[config.mk]
export PLATFORM = sky130hd
export DESIGN_NAME = urish_silife_max
export DESIGN_NICKNAME = d
export VERILOG_FILES = /design/src/rtl/urish_silife_max.sv
export SDC_FILE = /design/constraint.sdc
export NUM_CORES = 2
export LEC_CHECK = 0
export ABC_AREA = 1
export CAP_MARGIN = 40
export CORE_AREA = 2 2 309 311
export DETAILED_ROUTE_END_ITERATION = 8
export DIE_AREA = 0 0 311 313
export GPL_TIMING_DRIVEN = 0
export PLACE_DENSITY_LB_ADDON = 0.08
export SYNTH_ARGS = -nofsm -noshare
export SYNTH_HDL_FRONTEND = slang
export SYNTH_SLANG_ARGS = --single-unit
[constraint.sdc]
create_clock -name clk -period 3.1 [get_ports clk]
set_input_delay 0.62 -clock clk [delete_from_list [all_inputs] [get_ports clk]]
set_output_delay 0.62 -clock clk [all_outputs]
set_load 0.05 [all_outputs]
[src/rtl/urish_silife_max.sv]
// Game of Life engine: 32x8 cell grid, parallel generation update,
// host row writes via uio_in and combinational row readback on uo_out.
module urish_silife_max (
    input  logic       clk,
    input  logic       rst_n,
    input  logic       ena,
    input  logic [7:0] ui_in,
    input  logic [7:0] uio_in,
    output logic [7:0] uo_out,
    output logic [7:0] uio_out,
    output logic [7:0] uio_oe
);

    logic       wr_en;
    logic       en;
    logic [4:0] row_sel;
    logic       unused_in;

    logic [7:0] grid_q   [32];
    logic [7:0] grid_d   [32];
    logic [7:0] next_gen [32];
    logic [9:0] pad      [34];

    assign wr_en     = ui_in[7];
    assign en        = ui_in[6];
    assign row_sel   = ui_in[4:0];
    assign unused_in = &{1'b0, ena, ui_in[5]};

    assign uo_out  = grid_q[row_sel];
    assign uio_out = '0;
    assign uio_oe  = '0;

    // Grid framed by a ring of permanently dead cells, so every cell sees
    // the same 3x3 window and edges need no special casing.
    always_comb begin
        pad[0]  = '0;
        pad[33] = '0;
        for (int unsigned r = 0; r < 32; r++) begin
            pad[r+1] = {1'b0, grid_q[r], 1'b0};
        end
    end

    always_comb begin
        logic [3:0] n;
        n = '0;
        for (int unsigned r = 0; r < 32; r++) begin
            next_gen[r] = '0;
            for (int unsigned c = 0; c < 8; c++) begin
                n = 4'(pad[r][c])   + 4'(pad[r][c+1])   + 4'(pad[r][c+2])
                  + 4'(pad[r+1][c])                     + 4'(pad[r+1][c+2])
                  + 4'(pad[r+2][c]) + 4'(pad[r+2][c+1]) + 4'(pad[r+2][c+2]);
                next_gen[r][c] = (n == 4'd3) | (grid_q[r][c] & (n == 4'd2));
            end
        end
    end

    always_comb begin
        for (int unsigned r = 0; r < 32; r++) begin
            grid_d[r] = grid_q[r];
        end
        if (wr_en) begin
            grid_d[row_sel] = uio_in;
        end else if (en) begin
            for (int unsigned r = 0; r < 32; r++) begin
                grid_d[r] = next_gen[r];
            end
        end
    end

    always_ff @(posedge clk or negedge rst_n) begin
        if (!rst_n) begin
            for (int unsigned r = 0; r < 32; r++) begin
                grid_q[r] <= '0;
            end
        end else begin
            for (int unsigned r = 0; r < 32; r++) begin
                grid_q[r] <= grid_d[r];
            end
        end
    end

endmodule

# --- After elaboration in Yosys (flattened, before gate mapping) ---
# Index checks and enable logic that the tools add are counted.
op_classes:
  bitwise: 513
  order_cmp: 2
  n_addsub: 1525
  muxes: 8
  n_reduce_logical: 2
  eq_ne: 512
ops:
  columns: ["cell", "count"]
  rows:
  - ["adder 4 x 1 -> 4 bit", 853]
  - ["== test 4 x 2 -> 1 bit, second input constant", 506]
  - ["adder 3 x 1 -> 4 bit", 222]
  - ["adder 2 x 1 -> 3 bit", 225]
  - ["2-to-1 mux 256 bit", 2]
  - ["adder 1 x 1 -> 2 bit", 225]
  - ["AND 1 bit", 256]
  - ["bitwise mux 256 bit", 1]
  - ["bitwise OR 1 bit", 256]
  - ["binary-select mux 8 bit (select 5 bit)", 1]
  - ["demux 8 bit (select 5 bit)", 1]
  - ["2-to-1 mux 8 bit", 3]
  - ["== test 3 x 2 -> 1 bit, second input constant", 6]
  - [">= comparator 6 bit, second input constant", 1]
  - ["< comparator 6 x 1 -> 1 bit, second input constant", 1]
  - ["NOT 5 -> 6 bit", 1]
  - ["nonzero test 2 bit", 1]
  - ["logical AND 1 bit", 1]
totals:
  inputBits: 19
  output_inout_bits: 24
  regBits: 256
  elab_cells: 2594

# --- Logic depth before layout (Yosys ltp) ---
depth:
  depth_word: 12
  ltp_mapped: 13
  ltp_nobuf: 13

# --- Worst setup path before layout ---
# Ideal clock, no wire load.
synth_path:
  path_type: "flip-flop to flip-flop"
  start: "register grid_q[114] in the netlist's numbering"
  end: "register grid_q[123] in the netlist's numbering"
  period_less_slack_ns: 3.252
  path_slack_ns: -0.152
  setup_ns: 0.066
  arrival_ns: 3.186
  t_required_ns: 3.034
  stages_incl_launch_ff: 12
  n_path_buf: 0
  path_cell_list: "dfrtp_1 -> inv_1 -> fa_1 -> fa_1 -> fa_1 -> inv_1 -> ha_1 -> fa_1 -> nand3_1 -> a21oi_1 -> o211ai_1 -> nand2_1"
synth_between:
  elab_chain_len: 8
  word_cells_on_any_way: 9
  cone_classes: "add/sub: 3; eq/ne: 2; mux: 2; bitwise: 2"
synth_lines:
  columns: ["element", "line_no", "rtl"]
  rows:
  - ["from (decl)", "19", "logic [7:0] grid_q [32];"]
  - ["from (signal, indexed assignment)", "77", "grid_q[r] <= grid_d[r];"]
  - ["adder 4 x 1 -> 4 bit (*) (3 in a row)", "51", "+ 4'(pad[r+2][c]) + 4'(pad[r+2][c+1]) + 4'(pad[r+2][c+2]);"]
  - ["== test 4 x 2 -> 1 bit", "52", "next_gen[r][c] = (n == 4'd3) | (grid_q[r][c] & (n == 4'd2));"]
  - ["AND 1 bit", "52", null]
  - ["bitwise OR 1 bit (*)", "52", null]
  - ["2-to-1 mux 256 bit (*)", "63", "end else if (en) begin"]
  - ["2-to-1 mux 256 bit (*)", "61", "if (wr_en) begin"]
# Mark *: on every way between the ends. The rest lies on a longest branch, timed or not. The select of a mux whose other input is x is not followed.
# A chain may end at the register's enable or synchronous reset.

# --- Worst setup path after layout ---
layout_path:
  start: "register grid_q[2] in the netlist's numbering"
  end: "register grid_q[10] in the netlist's numbering"
layout_between:
  elab_chain_len: 7
  word_cells_on_any_way: 8
  cone_classes: "add/sub: 2; eq/ne: 2; mux: 2; bitwise: 2"
layout_lines:
  columns: ["element", "line_no"]
  rows:
  - ["adder 4 x 1 -> 4 bit (*) (2 in a row)", "51"]
  - ["== test 4 x 2 -> 1 bit", "52"]
  - ["AND 1 bit", "52"]
  - ["bitwise OR 1 bit (*)", "52"]
  - ["2-to-1 mux 256 bit (*)", "63"]
  - ["2-to-1 mux 256 bit (*)", "61"]
# Marked as above.

==> results.txt <==
----------------------------------------------------
[Outcome]
  Result of the run ... finished, violations left
  Violated checks ... setup timing

[Critical path]
  Crit Path Class ... reg -> reg
  Cells traversed along the worst timing path ... clkinvlp_4, buf_4, fa_1, fa_1, fa_1, inv_1, ha_2, fa_1, nand3_1, a21oi_2, o211ai_1, nand2_1
  Data required time of the critical path ... 3.62 ns
  Worst EP arrival ... 3.87 ns
  CP Launch Type ... register
  Slowest stage cell, crit path ... fa_1
  Critical path peak fanout ... 4
  Crit path largest cell delay ... 0.52 ns
  Category of the worst setup path capture point ... register
  Most Frequent Cell on Critical Path ... fa_1

[Finish]
  Final standard cell count with taps included and fillers excluded ... 8052
  Biggest registers after layout ... grid_q: 256 flops
  Share of post-route cells with drive strength above 1 ... 22.5%
  Relative area change from synthesis to final layout ... 19.4%
  Net total in the final layout ... 8253
  Largest register FFs ... 256
  Final std cell area, no fill ... a little over 60000 µm²
  Largest reg by FF count ... grid_q

[Timing]
  Count of final max-slew check failures ... 0
  Fraction of the cycle the final worst path needs ... 108%
  Fmax achieved ... between 200 and 300 MHz
  Worst slew margin ... 37.2%
  Least setup slack across all paths after layout ... -0.251 ns
  Number of failing hold endpoints at the final stage ... 0
  Final Skew ... 0.0241 ns
  Minimum clock period ... around 3.4 ns
  Total setup violations reported at the end of the flow ... 144
  Unrepaired setup endpoints after global routing ... yes
  Final-layout setup total negative slack ... -15.71 ns
  Least-Margin Pin Slew ... 0.941 ns

[Die]
  Area of the die ... 97300 µm²
  Number of I/O pins ... 43
  Row Count ... 113
  Die H ... 313 µm
  Die Width ... between 300 and 400 µm
  Core Area ... 94200 µm²
  Initial standard-cell utilization of the core ... between 50% and 60%

[Synthesis]
  YS warnings ... 0
  Largest family of logic cells by synthesized area ... adder cells
  Synth top area cells ... fa_1 34%, ha_1 15%, dfrtp_1 13%
  Synth top area share ... between 30% and 40%
  Simple-Gate Fraction of Synth Area ... 19.5%
  Arithmetic-cell share of the synthesized area counting full adders, half adders and majority gates ... between 40% and 50%
  Async set or reset register ratio after synthesis ... 100%
  #FFs+latches synth ... 256
  Top cells by count, synth ... 1571 x nand2_1, 1361 x inv_1, 868 x fa_1, 615 x ha_1, 300 x nand3_1
  Count of flip-flops with a built-in enable after synthesis ... 0
  Largest area contributor in the synthesized netlist ... fa_1
  Gate Count Post-Synth ... 6135
  Mapped Area ... 51200 µm²
  Area fraction in compound gates after synthesis ... 7.37%
  Xor/xnor cell area share of the yosys netlist ... less than 1%
  Post-synth top flop ... dfrtp_1
  Number of distinct library cell variants in the gate-level netlist after synthesis ... 39
  Cell with the most instances after synthesis ... nand2_1
  Portion of the post-synthesis area used by sequential elements ... 12.5%
  Avg Synthesized Cell Area ... 8.35 µm²
  Share of synthesized area spent on multiplexers ... 0%

[Routing]
  Count of vias placed by the detailed router ... 45100
  Drt wl/cell ... 22.1 µm
  Number of design-rule violations left by the first detailed-router iteration ... 3436
  First-pass DRT Iterations ... 6
  Aggregate routed wire length ... 178000 µm
  Detailed-route DRC error count ... 0
  Antenna Violating Nets Remaining ... 0
  Ratio of routed vias to standard cells ... 5.60

[Flow run]
  Max Cap Violations ... 0

[Placed design]
  Worst slack, placed ... -1.44 ns
  Number of port buffers ... 17
  Final weighted congestion in routability-driven placement ... about 1
  Area of placed instances ... 53600 µm²
  Post-placement cell count ... approximately 7500
  DPL Wire Length ... 132000 µm

[Global routing]
  Antenna violations before repair ... 8
  Vias in the first global route ... roughly 46000
  Wire length of the first global-routing pass ... roughly 270000 µm
  GRT Residual Overflow ... 0
  Maximum number of pins on one net before global-route repair ... 97
  Total global-route track usage ... 37.1%

[Clock tree]
  Maximum root-to-sink buffer count ... 3
  Clock tree from TritonCTS ... built
  Clock insertion delay at the later pin of the skew report ... just under 0.6 ns
  Number of levels in the clock H-tree ... 2
  Count of clock tree sinks ... 256
  Worst-path clk slew ... 0.06 ns
  Root cell of the clock tree ... clkbuf_16
  Total clock buffers created by CTS ... 40

[Power and ir drop]
  Max VDD drop ... 0.354 mV
  Static Leakage ... 32.6 nW
  P per Cell Area ... 346 nW/µm²
  Design Power ... 21.2 mW

[Min path]
  Hold Crit Class ... in -> async

----------------------------------------------------
layout make-up:
cell class | instances | area (µm²)
fillers | 8090 | 33000
multi-input cells | 4378 | 40200
diodes | 6 | 15.0
well taps | 1265 | 1580
clock buffers | 64 | 1240
clock inverters | 8 | 90.1
inverters | 1376 | 5850
plain buffers | 140 | 896
flip-flops and latches | 256 | 6630
repair buffers | 559 | 4670
power breakdown:
| group | leakage, nW | internal, mW | switching [mW] |
|---|---|---|---|
| combinational | 28.7 | 5.03 | 7.20 |
| clock | 0.662 | 2.90 | 2.00 |
| sequential | 3.25 | 3.65 | 0.398 |
| total | 32.6 | 11.6 | 9.60 |
worst paths after layout:
check                                   startpoint                       to  slack [ns]  cells after the start
min                                          rst_n  grid_q[118]$_DFFE_PN0P_        0.07                      2
max in group asynchronous                    rst_n  grid_q[242]$_DFFE_PN0P_        1.94                      3
max                          grid_q[2]$_DFFE_PN0P_   grid_q[10]$_DFFE_PN0P_       -0.25                     12
max reg2reg                  grid_q[2]$_DFFE_PN0P_   grid_q[10]$_DFFE_PN0P_       -0.25                     12
min in group clk                         uio_in[7]  grid_q[215]$_DFFE_PN0P_        0.37                      3
min reg2reg                grid_q[206]$_DFFE_PN0P_  grid_q[206]$_DFFE_PN0P_        0.62                      2
cells in the final DEF, fill, tap and decap left out, drive strengths merged, types with 125 or more instances in the layout:
master    instances
nand2          1583
inv            1248
fa              868
buf             649
ha              615
nand3           307
dfrtp           256
nor2            230
o21ai           222
o211ai          165
clkinvlp        125
routing by layer:
layer / wire, µm / GRT usage (%)
met4: 12000 / 20.3
met2: 79500 / 58.5
met1: 69400 / 47.7
met5: 64 / 0
met3: 16700 / 8.29
logic make-up (layout without fill, tap and decap cells):
group                      after synthesis  in the layout
AOI/OAI and AO/OA                      563            563
xor gates and xnor gates                 7              7
adders and majority gates             1483           1483
buffers and inverters                 1516           2147
DFF                                    256            256
other                                    1             22
and+or+nand+nor                       2309           2309
timing repair:
| item | CTS | global route |
|---|---|---|
| resized for setup | 617 | 280 |
| pin swaps | 172 | 167 |
| buffers inserted | 449 | 67 |
| hold buffers | 0 | 0 |
| setup endpoints to repair | 158 | 176 |
worst max-delay path: cells and delay by family, from the launching register on:
| family | cells | cell delay [ns] |
|---|---|---|
| fa+ha+maj | 5 | 2.15 |
| flops | 1 | 0.39 |
| simple gates | 2 | 0.16 |
| compound gates | 2 | 0.24 |
| buf+inv | 3 | 0.34 |
per-stage QoR:
stage,utilization (%),hold WS [ns]
2_1_floorplan,-,0.324
3_3_place_gp,56.4,0.545
3_5_place_dp,56.9,0.548
4_1_cts,63.4,0.0916
5_1_grt,64.9,0.0989
6_report,65.0,0.0704
No activity file was read; power rests on OpenSTA's default activity.
